**src/rtl/i2s_rx_axis_if.sv**
```systemverilog
// i2s_rx_axis_if: AXI4-Stream bus carrying 16-bit left-channel PCM samples
interface i2s_rx_axis_if;
    logic [15:0] tdata;
    logic        tvalid;
    logic        tready;
    logic        tlast;
    modport master (output tdata, tvalid, tlast, input tready);
    modport slave  (input tdata, tvalid, tlast, output tready);
endinterface

```
**src/rtl/i2s_rx_axis.sv**
```systemverilog
// i2s_rx_axis: I2S master receiver, left channel into a FWFT FIFO with AXI4-Stream output
module i2s_rx_axis #(
    parameter int BCLK_HALF  = 49,
    parameter int FIFO_DEPTH = 8,
    parameter int FRAME_LEN  = 160
) (
    input  logic                         clk,
    input  logic                         rst_n,
    input  logic                         en,
    output logic                         i2s_bclk,
    output logic                         i2s_lrck,
    input  logic                         i2s_sdin,
    i2s_rx_axis_if.master                m_axis,
    output logic [$clog2(FIFO_DEPTH):0] fifo_level,
    output logic [7:0]                   ovf_cnt
);
    localparam int AW = $clog2(FIFO_DEPTH);
    localparam int FW = FRAME_LEN > 1 ? $clog2(FRAME_LEN) : 1;

    logic [6:0]    div_cnt;
    logic [4:0]    bit_cnt;
    logic [4:0]    bit_nxt;
    logic          sd_s1;
    logic          sd_s2;
    logic [15:0]   shreg;
    logic [15:0]   word;
    logic [15:0]   mem_d [FIFO_DEPTH];
    logic          mem_l [FIFO_DEPTH];
    logic [AW-1:0] wr_ptr;
    logic [AW-1:0] rd_ptr;
    logic [FW-1:0] frm_cnt;
    logic          tick;
    logic          rise;
    logic          fall;
    logic          data_bit;
    logic          word_done;
    logic          valid;
    logic          pop;
    logic          full;
    logic          push;
    logic          frame_end;

    assign tick      = en && div_cnt == 7'(BCLK_HALF - 1);
    assign rise      = tick && !i2s_bclk;
    assign fall      = tick && i2s_bclk;
    assign bit_nxt   = bit_cnt + 5'd1;
    assign data_bit  = rise && bit_cnt != 5'd0 && (bit_cnt <= 5'd16);
    assign word_done = rise && bit_cnt == 5'd16;
    assign word      = {shreg[14:0], sd_s2};
    assign valid     = fifo_level != '0;
    assign pop       = valid && m_axis.tready;
    assign full      = fifo_level == (AW + 1)'(FIFO_DEPTH);
    assign push      = word_done && (!full || pop);
    assign frame_end = frm_cnt == FW'(FRAME_LEN - 1);

    // Head entry is shown directly; zero while empty so reset leaves the bus quiet
    assign m_axis.tvalid = valid;
    assign m_axis.tdata  = valid ? mem_d[rd_ptr] : 16'd0;
    assign m_axis.tlast  = valid ? mem_l[rd_ptr] : 1'b0;

    // Bit clock divider: wrap at BCLK_HALF-1 and toggle BCLK, parked low while disabled
    always_ff @(posedge clk or negedge rst_n) begin
        if (!rst_n) begin
            div_cnt  <= '0;
            i2s_bclk <= 1'b0;
        end else if (!en) begin
            div_cnt  <= '0;
            i2s_bclk <= 1'b0;
        end else begin
            div_cnt  <= tick ? 7'd0 : div_cnt + 7'd1;
            i2s_bclk <= i2s_bclk ^ tick;
        end
    end

    // Bit position advances on BCLK falls; LRCK follows its MSB on the same edge
    always_ff @(posedge clk or negedge rst_n) begin
        if (!rst_n) begin
            bit_cnt  <= '0;
            i2s_lrck <= 1'b0;
        end else if (!en) begin
            bit_cnt  <= '0;
            i2s_lrck <= 1'b0;
        end else if (fall) begin
            bit_cnt  <= bit_nxt;
            i2s_lrck <= bit_nxt[4];
        end
    end

    // Two-flop synchronizer for the codec data line
    always_ff @(posedge clk or negedge rst_n) begin
        if (!rst_n) begin
            sd_s1 <= 1'b0;
            sd_s2 <= 1'b0;
        end else begin
            sd_s1 <= i2s_sdin;
            sd_s2 <= sd_s1;
        end
    end

    // Left-channel shift register, MSB first, one BCLK after the LRCK edge
    always_ff @(posedge clk or negedge rst_n) begin
        if (!rst_n) begin
            shreg <= '0;
        end else if (!en) begin
            shreg <= '0;
        end else if (data_bit) begin
            shreg <= word;
        end
    end

    // FIFO pointers, occupancy, frame position and overflow count
    always_ff @(posedge clk or negedge rst_n) begin
        if (!rst_n) begin
            wr_ptr     <= '0;
            rd_ptr     <= '0;
            fifo_level <= '0;
            frm_cnt    <= '0;
            ovf_cnt    <= '0;
        end else begin
            if (push) begin
                wr_ptr  <= wr_ptr + AW'(1);
                frm_cnt <= frame_end ? '0 : frm_cnt + FW'(1);
            end
            if (pop)
                rd_ptr <= rd_ptr + AW'(1);
            fifo_level <= fifo_level + (AW + 1)'(push) - (AW + 1)'(pop);
            if (word_done && !push && ovf_cnt != 8'hFF)
                ovf_cnt <= ovf_cnt + 8'd1;
        end
    end

    // Sample storage; a full FIFO being popped overwrites the departing head slot
    always_ff @(posedge clk) begin
        if (push) begin
            mem_d[wr_ptr] <= word;
            mem_l[wr_ptr] <= frame_end;
        end
    end
endmodule

```
**src/flat_wrapper.sv**
```systemverilog
// flat-port wrapper written by rule: the top's interface ports become plain ports
module i2s_rx_axis_flat 
#(
    parameter int BCLK_HALF  = 49,
    parameter int FIFO_DEPTH = 8,
    parameter int FRAME_LEN  = 160
)
  (clk, rst_n, en, i2s_bclk, i2s_lrck, i2s_sdin, fifo_level, ovf_cnt, m_axis_tdata, m_axis_tvalid, m_axis_tlast, m_axis_tready);
  i2s_rx_axis_if m_axis_i ();
  input  logic clk;
  input  logic rst_n;
  input  logic en;
  output logic i2s_bclk;
  output logic i2s_lrck;
  input  logic i2s_sdin;
  output logic [$clog2(FIFO_DEPTH):0] fifo_level;
  output logic [7:0] ovf_cnt;
  output wire logic [$bits(m_axis_i.tdata)-1:0] m_axis_tdata;
  output wire logic [$bits(m_axis_i.tvalid)-1:0] m_axis_tvalid;
  output wire logic [$bits(m_axis_i.tlast)-1:0] m_axis_tlast;
  input wire logic [$bits(m_axis_i.tready)-1:0] m_axis_tready;
  assign m_axis_tdata = m_axis_i.tdata;
  assign m_axis_tvalid = m_axis_i.tvalid;
  assign m_axis_tlast = m_axis_i.tlast;
  assign m_axis_i.tready = m_axis_tready;
  i2s_rx_axis #(.BCLK_HALF(BCLK_HALF), .FIFO_DEPTH(FIFO_DEPTH), .FRAME_LEN(FRAME_LEN)) u_core (.clk(clk), .rst_n(rst_n), .en(en), .i2s_bclk(i2s_bclk), .i2s_lrck(i2s_lrck), .i2s_sdin(i2s_sdin), .m_axis(m_axis_i), .fifo_level(fifo_level), .ovf_cnt(ovf_cnt));
endmodule
```
**config.mk**
```make
export PLATFORM = sky130hd
export DESIGN_NAME = i2s_rx_axis_flat
export DESIGN_NICKNAME = d
export VERILOG_FILES = /design/src/rtl/i2s_rx_axis_if.sv /design/src/rtl/i2s_rx_axis.sv /design/src/flat_wrapper.sv
export SDC_FILE = /design/constraint.sdc
export NUM_CORES = 1
export LEC_CHECK = 0
export CAP_MARGIN = 20
export CORE_ASPECT_RATIO = 1.75
export CORE_MARGIN = 8
export CORE_UTILIZATION = 59
export DETAILED_ROUTE_END_ITERATION = 6
export PLACE_DENSITY = 0.78
export SLEW_MARGIN = 20
export SYNTH_ARGS = -nofsm -noshare
export SYNTH_HDL_FRONTEND = slang
export SYNTH_SLANG_ARGS = --single-unit
```
**constraint.sdc**
```tcl
create_clock -name clk -period 8.1 [get_ports clk]
set_clock_uncertainty 0.05 [all_clocks]
set_input_delay 2.025 -clock clk [delete_from_list [all_inputs] [get_ports clk]]
set_output_delay 2.025 -clock clk [all_outputs]
set_load 0.01 [all_outputs]
```
==> qor.yml, run 1 <==
outcome:
  status: "finished clean"
sta:
  setup_viol: 0
  max_slew.worst_pin.slew_ns: 0.799
  rsz0062_at_grt: "false"
  finalSetupTns_ns: 0
  hold_viol: 0
  fin_crit_ns: 4.78
  timing.fmax_ghz: 0.209
  relSlewSlack_pct: 46.6
  fin_hold_ws_ns: 0.312
  fin_crit_sh_pct: 59.0
  final_max_slew_viol_count: 0
yosys:
  synth_area_per_cell_um2: 17.0
  synth_ff_type: "edfxtp_1"
  syn_inst: 462
  synth-edff-count: 136
  ys_seq_area_share_pct: 70.0
  synth_seq_cells: 192
  synth_cell_types: 43
  synth_nets: 484
  ys_warn_count: 0
  synth_area_um2: 7840
  synthArstFlopShare_pct: 29.2
clocking:
  ctsHoldBuffers: 0
  root_buffer: "clkbuf_16"
  cts_buffer_depth: 2
  clk_pin_slew_ns: 0.07
  worstSkewPairLatency_ns: 0.42
  cts_max_level: 4
  cts_tree: "built"
  cts_resized: 0
  cts_setup_buffers: 0
  numCtsBuffers: 17
  cts_num_sinks: 192
flow_run:
  max_cap_violations: 0
placed_design:
  hpwl_mm: 9.43
  place.gp.congestion: 0.803
  numPortBuffers: 36
finish:
  drive_gt1_share_pct: 17.9
  diodes: 0
  area_growth_pct: 14.9
  num-fill-cells: 928
  num-nets-final: 535
setup_path:
  worstPathArrival_ns: 2.70
  worstReg2RegEnd: "u_core.mem_d[5][7]"
  cp-end-kind: "output port"
  timing.rr.start: "u_core.div_cnt[0]"
  cp-start-kind: "flop"
  rrSetupSlack_ns: 5.08
  critPathRequiredTime_ns: 6.03
  critical_path_peak_fanout: 36
  setup.worst_path.end: "m_axis_tdata[13]"
  setup.worst_path.start: "u_core.rd_ptr[0]"
  path_class: "flop to output port"
  reg2regPathDepth: 13
floorplanning:
  die_h_um: 168
  dieArea_um2: 17400
  ios: 37
  initial_core_util_pct: 59.5
  die_w_um: 103
  num_rows: 56
  core_um2: 13200
route:
  ant_nets: 0
  drc: 0
  wirelength_mm: 14.0
  drt-vias-per-instance: 5.78
  dr.first_iter.drc_count: 287
  num_vias: 4049
  dr.pass1.iters: 5
  wl_per_cell_um: 20.0
global_route:
  antenna_found_initial: 0
  grt_pass1_vias: 4461
  grt_max_degree: 57
  grtUsageTotal_pct: 17.7
  grt-ovfl-total: 0
  grt_pass1_wl_mm: 23.0
min_path:
  hold_class: "flop to flop"
pwr:
  power_density_nw_per_um2: 245
  p_leak_nw: 3.81
  ir_drop_mv: 0.180
-- worst min path at each step --
stage / from / endpoint / slack, ns / cells after the start
after CTS: u_core.sd_s1 / u_core.sd_s2 / 0.32 / 0
after floorplan: u_core.sd_s1 / u_core.sd_s2 / 0.28 / 0
after global placement: u_core.sd_s1 / u_core.sd_s2 / 0.28 / 0
after detailed placement: u_core.sd_s1 / u_core.sd_s2 / 0.29 / 0
after global routing: u_core.sd_s1 / u_core.sd_s2 / 0.32 / 0
final: u_core.sd_s1 / u_core.sd_s2 / 0.31 / 0
-- layout by cell type, fill, tap and decap left out, drive strengths merged, types with 5 or more instances in the layout --
cell and count:
xnor2 10, dfrtp 56, edfxtp 136, nor3b 5
xor2 10, ha 16, nand3 6, and3 7
mux2i 33, mux4 34, clkbuf 17, buf 15
nor2 33, clkdlybuf4s50 35, a21oi 5, nand2 36
inv 25
-- cells in the mapped netlist, drive strengths merged (4+ instances only) --
cell type | number | area (um2)
a21oi | 5 | 25.0
a31oi | 4 | 25.0
and3 | 7 | 43.8
buf | 10 | 70.1
clkbuf | 8 | 30.0
dfrtp | 56 | 1400
edfxtp | 136 | 4080
ha | 16 | 200
inv | 16 | 60.1
mux2i | 33 | 330
mux4 | 34 | 766
nand2 | 36 | 135
nand3 | 6 | 30.0
nand4 | 4 | 25.0
nor2 | 33 | 124
nor2b | 4 | 25.0
nor3b | 5 | 47.5
xnor2 | 10 | 87.6
xor2 | 10 | 87.6
-- where the power goes --
group | total [mW] | internal (mW) | switching (mW) | leakage, nW
Clock | 0.774 | 0.402 | 0.371 | 0.265
Sequential | 1.11 | 1.06 | 0.0438 | 2.32
Combinational | 0.326 | 0.164 | 0.162 | 1.22
-- layout make-up --
type	count	area (um2)	area share [%]
multi-input cells	236	2230	24.8
inverters	16	60.1	0.667
flip-flops and latches	192	5490	60.9
well taps	174	218	2.42
clock inverters	15	124	1.38
repair buffers	50	460	5.11
clock buffers	17	425	4.72
-- kinds of logic (layout without fill, tap and decap cells) --
logic type      Yosys count  in the layout  synth area share [%]
compound gates           19             19                  1.55
fa+ha+maj                17             17                  2.81
mux                      70             70                  14.5
simple gates            110            110                  6.93
flops                   192            192                  70.0
xor+xnor                 20             20                  2.23
buf+inv                  34             98                  2.04
-- stage by stage --
stage / total power [mW] / setup slack [ns] / cells / instance area, um2 / utilization (%)
floorplan: 1.36 / 2.47 / 462 / 7840 / -
global placement: 1.46 / 3.02 / 668 / 8460 / 64.2
detailed placement: 1.47 / 2.91 / 668 / 8460 / 64.2
CTS: 2.24 / 3.22 / 700 / 9010 / 68.4
global route: 2.30 / 3.11 / 700 / 9010 / 68.4
finish: 2.21 / 3.32 / 700 / 9010 / 68.4
-- worst max-delay path: stages (launching register included) --
cell             delay [ns]
dfrtp_2                0.34
buf_4                  0.56
mux4_2                 0.60
mux2i_1                0.23
nor2_1                 0.06
clkdlybuf4s50_1        0.48
-- per-layer routing --
| layer | track usage (%) | wire (um) | vias to the layer above |
|---|---|---|---|
| met1 | 19.8 | 5330 | 2101 |
| met4 | 5.19 | 196 | 0 |
| met3 | 4.85 | 578 | 22 |
| met5 | 0 | 0 | - |
| li1 | - | - | 1844 |
| met2 | 31.6 | 7890 | 82 |
-- sequential cells by signal (all words and copies together) (netlist names) --
register	count
u_core.frm_cnt	8
u_core.ovf_cnt	8
u_core.i2s_bclk	1
u_core.wr_ptr	3
u_core.sd_s1	1
u_core.div_cnt	7
u_core.shreg	15
u_core.rd_ptr	3
u_core.mem_d	128
u_core.bit_cnt	5
u_core.mem_l	8
u_core.fifo_level	4
u_core.sd_s2	1
Power figures use the tool's default switching activity.
==> run 2: changes to the inputs <==
==> constraint.sdc (replaced) <==
create_clock -name clk -period 4.48 [get_ports clk]
set_clock_uncertainty 0.05 [all_clocks]
set_input_delay 1.12 -clock clk [delete_from_list [all_inputs] [get_ports clk]]
set_output_delay 1.12 -clock clk [all_outputs]
set_load 0.01 [all_outputs]
==> run 2 against run 1 <==
Setup slack lost 2.7 ns. Final cell count increased by 0.14%. Sequential share of layout area shrank 0.65 points. Critical path depth unchanged. Largest power group unchanged. Global-route usage increased by 0.42 points. Clock power rose by 87%. Power rose by 85%. First-iteration DRC count decreased by 38%. Critical path type unchanged.
==> qor.yml, run 2 (synthesis gave the netlist of run 1 again) <==
finish:
  num-nets-final: 536
  final_common_cell: "edfxtp_1"
  diodes: 0
  area_growth_pct: 16.1
  regMostFlops: "u_core.mem_d"
  reg_top3: "u_core.mem_d: 128 flops, u_core.shreg: 15 flops"
  num-fill-cells: 907
  drive_gt1_share_pct: 18.0
  layout_common_cells: "edfxtp_1, dfrtp_1, nand2_1, clkdlybuf4s50_1, mux4_2"
  largest_reg_flops: 128
clocking:
  root_buffer: "clkbuf_16"
  cts_setup_buffers: 0
  cts_tree: "built"
  cts_num_sinks: 192
  worstSkewPairLatency_ns: 0.42
  cts_max_level: 4
  cts_buffer_depth: 2
  ctsHoldBuffers: 0
  cts_resized: 0
  numCtsBuffers: 17
  clk_pin_slew_ns: 0.07
sta:
  fin_hold_ws_ns: 0.302
  final_max_slew_viol_count: 0
  fin_crit_ns: 3.84
  max_slew.worst_pin.slew_ns: 1.08
  hold_viol: 0
  relSlewSlack_pct: 27.2
  setup_viol: 0
  timing.fmax_ghz: 0.260
  rsz0062_at_grt: "false"
  finalSetupTns_ns: 0
  fin_crit_sh_pct: 85.7
setup_path:
  critPathTopFamily: "buffers and inverters"
  max_stage_delay_ns: 0.65
  critPathRequiredTime_ns: 3.31
  slowest_stage: "dfrtp_2"
  worst-path-buf-inv: 2
  cp_cell_sequence: "buf_12, mux4_2, mux2i_1, nor2_1, clkdlybuf4s50_1"
  path_class: "flop to output port"
  rrSetupSlack_ns: 1.53
  cp-end-kind: "output port"
  cp-start-kind: "flop"
  worstPathArrival_ns: 2.67
  critical_path_peak_fanout: 24
floorplanning:
  ios: 37
  core_um2: 13200
  num_rows: 56
  die_w_um: 103
  die_h_um: 168
  initial_core_util_pct: 59.5
  dieArea_um2: 17400
global_route:
  antenna_found_initial: 0
  grt-ovfl-total: 0
  grt_pass1_wl_mm: 23.2
  grt_max_degree: 30
  grtUsageTotal_pct: 18.1
  grt_pass1_vias: 4489
min_path:
  hold_class: "flop to flop"
flow_run:
  max_cap_violations: 0
route:
  drc: 0
  wirelength_mm: 14.3
  ant_nets: 0
  num_vias: 4146
  drt-vias-per-instance: 5.91
  wl_per_cell_um: 20.5
  dr.first_iter.drc_count: 179
  dr.pass1.iters: 5
pwr:
  p_leak_nw: 3.84
  ir_drop_mv: 0.388
  power_density_nw_per_um2: 449
placed_design:
  place.gp.congestion: 0.749
  numPortBuffers: 36
  hpwl_mm: 9.12
outcome:
  status: "finished clean"
[run 2: changes by cell type in the layout (fill, tap and decap cells not counted), moves of 2 or more]
cell      change
nor4b_4       +2
clkinv_8      +2
inv_6         -3
buf_12        +2
nor4b_2       -2
[run 2: worst paths after layout]
| check | end | startpoint | cells past startpoint |
|---|---|---|---|
| max in group asynchronous | u_core.rd_ptr[0] | rst_n | 2 |
| setup reg to reg | u_core.mem_d[5][0] | u_core.div_cnt[0] | 12 |
| setup / recovery | m_axis_tdata[15] | u_core.rd_ptr[0] | 5 |
| hold / removal | u_core.sd_s2 | u_core.sd_s1 | 0 |
| min in group asynchronous | u_core.sd_s1 | rst_n | 1 |
| hold reg to reg | u_core.sd_s2 | u_core.sd_s1 | 0 |
[run 2: layout make-up]
class                           count  area (um2)  share of cell area (%)
Sequential cell                   192        5490                    60.3
Multi-Input combinational cell    236        2260                    24.9
Timing Repair Buffer               51         493                    5.42
Clock buffer                       17         425                    4.67
Tap cell                          174         218                    2.39
Clock inverter                     15         155                    1.70
Inverter                           16        60.1                   0.660
[run 2: report_power, final]
group	internal, mW	total, mW	switching [mW]
Sequential	1.92	2.01	0.0910
Clock	0.783	1.45	0.671
Combinational	0.323	0.617	0.294
[run 2: per-stage QoR]
step	setup WS [ns]	utilization [%]	total power, mW	instance area (um2)	cells
after global placement	0.976	64.7	2.67	8520	669
after global routing	0.456	69.1	4.25	9100	701
final	0.639	69.1	4.09	9100	701
after floorplan	0.244	-	2.47	7860	462
after detailed placement	0.838	64.7	2.68	8520	669
after CTS	0.572	69.1	4.13	9100	701
[run 2: layer usage]
metal	track usage, %	vias to the layer above	wire length, um
met5	0	-	0
met4	6.90	0	275
met3	4.24	21	671
met2	32.2	120	8070
met1	20.2	2155	5330
li1	-	1850	-
